**src/rtl/dmem_access_unit.sv**
```systemverilog
// Memory-stage data-memory access unit: turns a load/store in M into one req/ack bus transaction and stalls the pipeline until it completes.
// Optional bus timeout abort is compiled in when DMEM_TIMEOUT_EN is defined.
module dmem_access_unit #(
    parameter int ADDR_W  = 32,
    parameter int DATA_W  = 32,
    parameter int TIMEOUT = 255
) (
    input  logic              clk,
    input  logic              reset,
    input  logic              MemWriteM,
    input  logic              MemtoRegM,
    input  logic [ADDR_W-1:0] ALUOutM,
    input  logic [DATA_W-1:0] WriteDataM,
    output logic [DATA_W-1:0] ReadDataM,
    output logic              StallM,
    output logic              MisalignM,
    output logic              BusErrM,
    output logic              mem_req,
    output logic              mem_we,
    output logic [ADDR_W-1:0] mem_addr,
    output logic [DATA_W-1:0] mem_wdata,
    input  logic              mem_ack,
    input  logic [DATA_W-1:0] mem_rdata,
    output logic [1:0]        dbg_state
);

    // Bus handshake: mem_req rises with addr/we/wdata valid and holds them stable
    // until the single-cycle mem_ack strobe; mem_ack/mem_rdata are only honoured in BUSY.
    typedef enum logic [1:0] {
        IDLE = 2'd0,
        BUSY = 2'd1,
        DONE = 2'd2
    } state_e;

    state_e            state_q, state_d;
    logic              req_q, req_d;
    logic              we_q, we_d;
    logic [ADDR_W-1:0] addr_q, addr_d;
    logic [DATA_W-1:0] wdata_q, wdata_d;
    logic [DATA_W-1:0] rdata_q, rdata_d;
    logic              acc, mis;

    // A non-positive TIMEOUT would make the abort compare meaningless.
    if (TIMEOUT < 1) begin : g_timeout_must_be_positive
    end

`ifdef DMEM_TIMEOUT_EN
    localparam int CNT_W = (TIMEOUT > 255) ? $clog2(TIMEOUT) : 8;
    logic [CNT_W-1:0] cnt_q, cnt_d;
    logic             buserr_q, buserr_d;
    assign BusErrM = buserr_q;
`else
    assign BusErrM = 1'b0;
`endif

    assign acc       = MemWriteM | MemtoRegM;
    assign mis       = acc & (ALUOutM[1:0] != 2'b00);
    assign MisalignM = mis;
    assign StallM    = ((state_q == IDLE) & acc & ~mis) | (state_q == BUSY);

    assign ReadDataM = rdata_q;
    assign mem_req   = req_q;
    assign mem_we    = we_q;
    assign mem_addr  = addr_q;
    assign mem_wdata = wdata_q;
    assign dbg_state = state_q;

    always_comb begin
        state_d = state_q;
        req_d   = req_q;
        we_d    = we_q;
        addr_d  = addr_q;
        wdata_d = wdata_q;
        rdata_d = rdata_q;
`ifdef DMEM_TIMEOUT_EN
        cnt_d    = '0;
        buserr_d = 1'b0;
`endif
        case (state_q)
            IDLE: begin
                req_d = 1'b0;
                if (acc & ~mis) begin
                    addr_d  = {ALUOutM[ADDR_W-1:2], 2'b00};
                    wdata_d = WriteDataM;
                    we_d    = MemWriteM;
                    req_d   = 1'b1;
                    state_d = BUSY;
                end
            end
            BUSY: begin
                if (mem_ack) begin
                    req_d   = 1'b0;
                    if (!we_q) rdata_d = mem_rdata;
                    state_d = DONE;
                end
`ifdef DMEM_TIMEOUT_EN
                else if (cnt_q == CNT_W'(TIMEOUT - 1)) begin
                    req_d    = 1'b0;
                    if (!we_q) rdata_d = DATA_W'(32'hDEADBEEF);
                    buserr_d = 1'b1;
                    state_d  = DONE;
                end else begin
                    cnt_d = cnt_q + 1'b1;
                end
`endif
            end
            DONE:    state_d = IDLE;
            default: state_d = IDLE;
        endcase
    end

    always_ff @(posedge clk or negedge reset) begin
        if (!reset) begin
            state_q  <= IDLE;
            req_q    <= 1'b0;
            we_q     <= 1'b0;
            addr_q   <= '0;
            wdata_q  <= '0;
            rdata_q  <= '0;
`ifdef DMEM_TIMEOUT_EN
            cnt_q    <= '0;
            buserr_q <= 1'b0;
`endif
        end else begin
            state_q  <= state_d;
            req_q    <= req_d;
            we_q     <= we_d;
            addr_q   <= addr_d;
            wdata_q  <= wdata_d;
            rdata_q  <= rdata_d;
`ifdef DMEM_TIMEOUT_EN
            cnt_q    <= cnt_d;
            buserr_q <= buserr_d;
`endif
        end
    end

endmodule

```
**config.mk**
```make
export PLATFORM = sky130hd
export DESIGN_NAME = dmem_access_unit
export DESIGN_NICKNAME = d
export VERILOG_FILES = /design/src/rtl/dmem_access_unit.sv
export SDC_FILE = /design/constraint.sdc
export NUM_CORES = 1
export LEC_CHECK = 0
export CAP_MARGIN = 20
export CORE_MARGIN = 1.5
export CORE_UTILIZATION = 25
export CTS_BUF_LIST = sky130_fd_sc_hd__clkbuf_8
export CTS_CLUSTER_SIZE = 16
export DETAILED_ROUTE_END_ITERATION = 8
export PLACE_DENSITY_LB_ADDON = 0.1
export SLEW_MARGIN = 20
export SYNTH_ARGS = -nofsm -noshare
export SYNTH_HDL_FRONTEND = slang
export SYNTH_SLANG_ARGS = --single-unit
```
**constraint.sdc**
```tcl
create_clock -name clk -period 1.5 [get_ports clk]
set_input_delay 0.15 -clock clk [delete_from_list [all_inputs] [get_ports clk]]
set_output_delay 0.15 -clock clk [all_outputs]
set_load 0.05 [all_outputs]
```
Word level (Yosys, flattened, before mapping)
Index checks and enable logic that the tools add are counted.

Flip-flop bits (word level): 98. Latch bits: 0. RAM bits: 0. Bits in read-only memories: 0. Input bits: 101. Memories: 0.

Add/subtract/negate cells: 0. Multipliers: 0. Div/mod/pow operators: 0. $lt $le $gt $ge: 0. Equality and inequality tests: 3. Shifts and indexed selects: 0. Muxes and demuxes: 6. Bitwise gates (word level): 8. Reductions and logical operators: 7.

Operators with widths (number): $reduce_and 2->1 (3); $and 1x1->1 (4); $mux 2 (2); $pmux 2 s2 (1); $reduce_bool 2->1 (2); $reduce_and 3->1 (1); $eq 2x1->1 const B (1); $logic_not 2->1 (1); $mux 1 (2); $ne 2x1->1 const B (1); $ne 2x2->1 const B (1); $not 1->1 (2); $or 1x1->1 (2); $pmux 1 s2 (1).

Depth between registers and ports, before layout
Depth in word-level cells: 6. Gate-level depth with buffers: 5.

Worst setup path after synthesis
No wires, ideal clock.

Path type: flip-flop to flip-flop. Start: register state_q[0], in the netlist dbg_state[0]. End: register addr_q[10], in the netlist mem_addr[10]. Library setup time: 0.125 ns. Data arrival time: 1.751 ns. Path slack: -0.376 ns. Stages on the path, launching flop included: 6. Cells stage by stage: dfrtp_1 nor4_4 o21a_1 buf_6 buf_12 mux2_4.

Word-level cells in the longest chain between the ends: 2.

Ends and longest elaborated chain: start, declared (RTL line 35) `state_e state_q, state_d;`; start signal, assigned (RTL line 125) `state_q <= state_d;`; $logic_not 2->1 (RTL line 79) `case (state_q)`; $reduce_and 2->1 (no source line); end signal, assigned (RTL line 128) `addr_q <= addr_d;`; end, declared (RTL line 38) `logic [ADDR_W-1:0] addr_q, addr_d;`.

No other way between the ends. A chain may end at the register's enable or synchronous reset.

Worst setup path in the final report
Start: register state_q[0], in the netlist dbg_state[0]. End: register wdata_q[18], in the netlist mem_wdata[18].

Word-level cells in the longest chain between the ends: 2.

Ends and longest elaborated chain: $logic_not 2->1 (RTL line 79); $reduce_and 2->1 (no source line); end signal, assigned (RTL line 129) `wdata_q <= wdata_d;`; end, declared (RTL line 39) `logic [DATA_W-1:0] wdata_q, wdata_d;`.

No other way between the ends.

==> qor.yml <==
cts_buffers: 9
grt-ovfl-total: 0
power_switching_w: 0.00577
p_sw_share_pct: 44.3
yosys_register_bits: 98
synth_adder_area_share_pct: 0
cts_sinks: 98
power.internal_w: 0.00724
grt_first_pass_wirelength_mm: 16.2
synth_simple_gate_area_share_pct: 1.48
final_hold_viol_count: 0
p_clk_share_pct: 13.6
powerDensity_nw_per_um2: 1900
ctsLongestPathBuffers: 2
synth_area_leaders: "dfrtp_1 (60%), mux2_4 (24%), mux2_2 (8.3%), buf_12 (3.0%), buf_6 (1.4%)"
muxShareOfSynthArea_pct: 32.0
grt_max_degree: 55
syn_inst: 220
initial_core_util_pct: 25.6
die-height_um: 130
route.detailed.drc: 0
synth_cell_types: 16
io_pins: 204
finalSetupViolations: 95
ir_drop_mv: 0.779
layout-drive-gt1-share_pct: 54.5
p_total_w: 0.0130
finClkSkew_ps: 11.5
syn_area_um2: 4060
critPathRequiredTime_ps: 1750
root_buffer: "clkbuf_8"
startpoint_type: "flip-flop"
hpwl_mm: 7.18
fp.dieW_um: 130
max_cap_violations: 0
syn_to_final_growth_pct: 68.3
synth_xor_area_share_pct: 0
yosys_warnings: 0
antenna_found_initial: 0
p_leak_nw: 3.15
grt_usage_pct: 12.8
synth_top_area_share_pct: 60.4
violations: "negative setup slack"
pwr-share-comb_pct: 55.0
htreeDepth: 3
clk_pin_slew_ps: 90
rsz0062_at_grt: "yes"
maxSlewViolCount: 0
drt_pass1_iterations: 4
whs_ps: 303
synth_top_area_cell: "dfrtp_1"
seq_area_frac_synth_pct: 60.4
min_period_over_period_pct: 115
die-area_um2: 17000
grt_pass1_vias: 2917
cp.arrival_ps: 1980
hold_path.class: "input pin to asynchronous set/reset pin"
port_buffers: 200
drtIter0Drc: 83
nets: 553
period_minus_slack_ps: 1730
num_vias: 2689
power_frac_seq_pct: 31.4
wl_per_cell_um: 16.0
core_area_um2: 15900
antenna_left: 0
synth-compound-area-share_pct: 1.14
worstSetupPathType: "flip-flop to flip-flop"
gp_congestion: 0.684
syn_area_per_cell_um2: 18.5
rows: 46
cp_max_fo: 8
max_freq_mhz: 578
cts_tree: "built"
outcome: "complete, but fails checks"
finalSetupTns_ps: -16980
vias_per_cell: 4.00
antenna_cells: 0
cp-end-kind: "flip-flop"
timing.final.ws_setup_ps: -230
synth_top_family_by_area: "multiplexers"
clock_latency_ps: 370
routed_wl_mm: 10.8
==> layout make-up <==
type | instances | area, µm²
Clock buffer | 11 | 151
Clock inverter | 5 | 46.3
Multi-Input combinational cell | 110 | 1550
Fill cell | 1492 | 9050
Sequential cell | 98 | 2450
Timing Repair Buffer | 233 | 2360
Tap cell | 216 | 270
==> metal layers <==
| layer | up-vias | share of wire (%) | wire length [µm] | track usage (%) |
|---|---|---|---|---|
| li1 | 1231 | - | - | - |
| met1 | 1319 | 43 | 4640 | 16.0 |
| met2 | 125 | 46 | 4980 | 20.2 |
| met3 | 14 | 8.5 | 911 | 4.23 |
| met4 | 0 | 2.1 | 221 | 5.82 |
| met5 | - | 0 | 0 | 0 |
==> logic make-up after synthesis <==
logic type,Yosys count
simple gates,6
flops,98
mux,94
compound gates,7
other cells,1
buf+inv,14
==> path summary, 6_finish.rpt <==
kind | start | end | slack, ps | cells after the start
setup reg to reg | dbg_state[0] | mem_wdata[18] | -230 | 5
hold reg to reg | ReadDataM[27] | ReadDataM[27] | 520 | 1
setup / recovery | dbg_state[0] | mem_wdata[18] | -230 | 5
max in group asynchronous | reset | dbg_state[1] | 900 | 3
min in group clk | mem_ack | dbg_state[0] | 370 | 2
hold / removal | reset | mem_addr[8] | 300 | 3
==> synth_stat cells <==
master   number
or2b_1        1
o21ai_0       4
buf_6         5
dfrtp_1      98
a22o_2        1
o21a_1        1
conb_1        1
nor4_4        1
and3b_2       1
buf_4         3
o22a_1        1
buf_12        6
mux2_4       64
mux2_2       30
nand2_1       2
nor2b_4       1
==> registers in the layout (all words and copies together) (netlist names) <==
register,cells
ReadDataM,32
dbg_state,2
mem_we,1
mem_wdata,32
mem_req,1
mem_addr,30
==> power groups by stage <==
stage               combinational (W)  sequential, W  clock (W)
detailed placement            0.00704        0.00413          0
CTS                           0.00720        0.00410    0.00187
finish                        0.00715        0.00409    0.00177
floorplan                     0.00156        0.00737          0
global placement              0.00701        0.00414          0
global route                  0.00745        0.00423    0.00197
==> what timing repair did <==
action                                  4_1_cts  5_1_grt
hold endpoints to repair                     98        0
gates cloned                                  4        5
endpoints found under the setup margin       95       95
gates resized for setup                      22        1
hold buffers                                  1        0
pin swaps                                     2        0
buffers inserted                              9        0
==> cells in the final DEF (no fill, tap or decap), drive strengths merged <==
cell type	count
buf	128
dlygate4sd3	1
clkbuf	16
mux2	94
o21ai	4
a22o	1
or2b	1
nor2b	1
clkinv	1
dfrtp	98
nor4	1
bufinv	1
nand2	2
o22a	1
conb	3
clkdlybuf4s50	99
o21a	1
and3b	1
inv	3
==> critical path, cell delays in order, from the launching register on <==
cell and delay (ps):
dfrtp_2 440, nor4_4 300, o21a_4 210, buf_12 180, clkbuf_16 180, mux2_4 290
==> stage by stage <==
step / cell area (µm²) / worst slack [ps] / cells / util, %
finish: 6830 / -230 / 673 / 43.0
global route: 6830 / -311 / 673 / 43.0
CTS: 6730 / -256 / 669 / 42.4
detailed placement: 6220 / -452 / 639 / 39.1
global placement: 6220 / -419 / 639 / 39.1
floorplan: 4190 / -252 / 222 / -
Power figures use the tool's default switching activity.
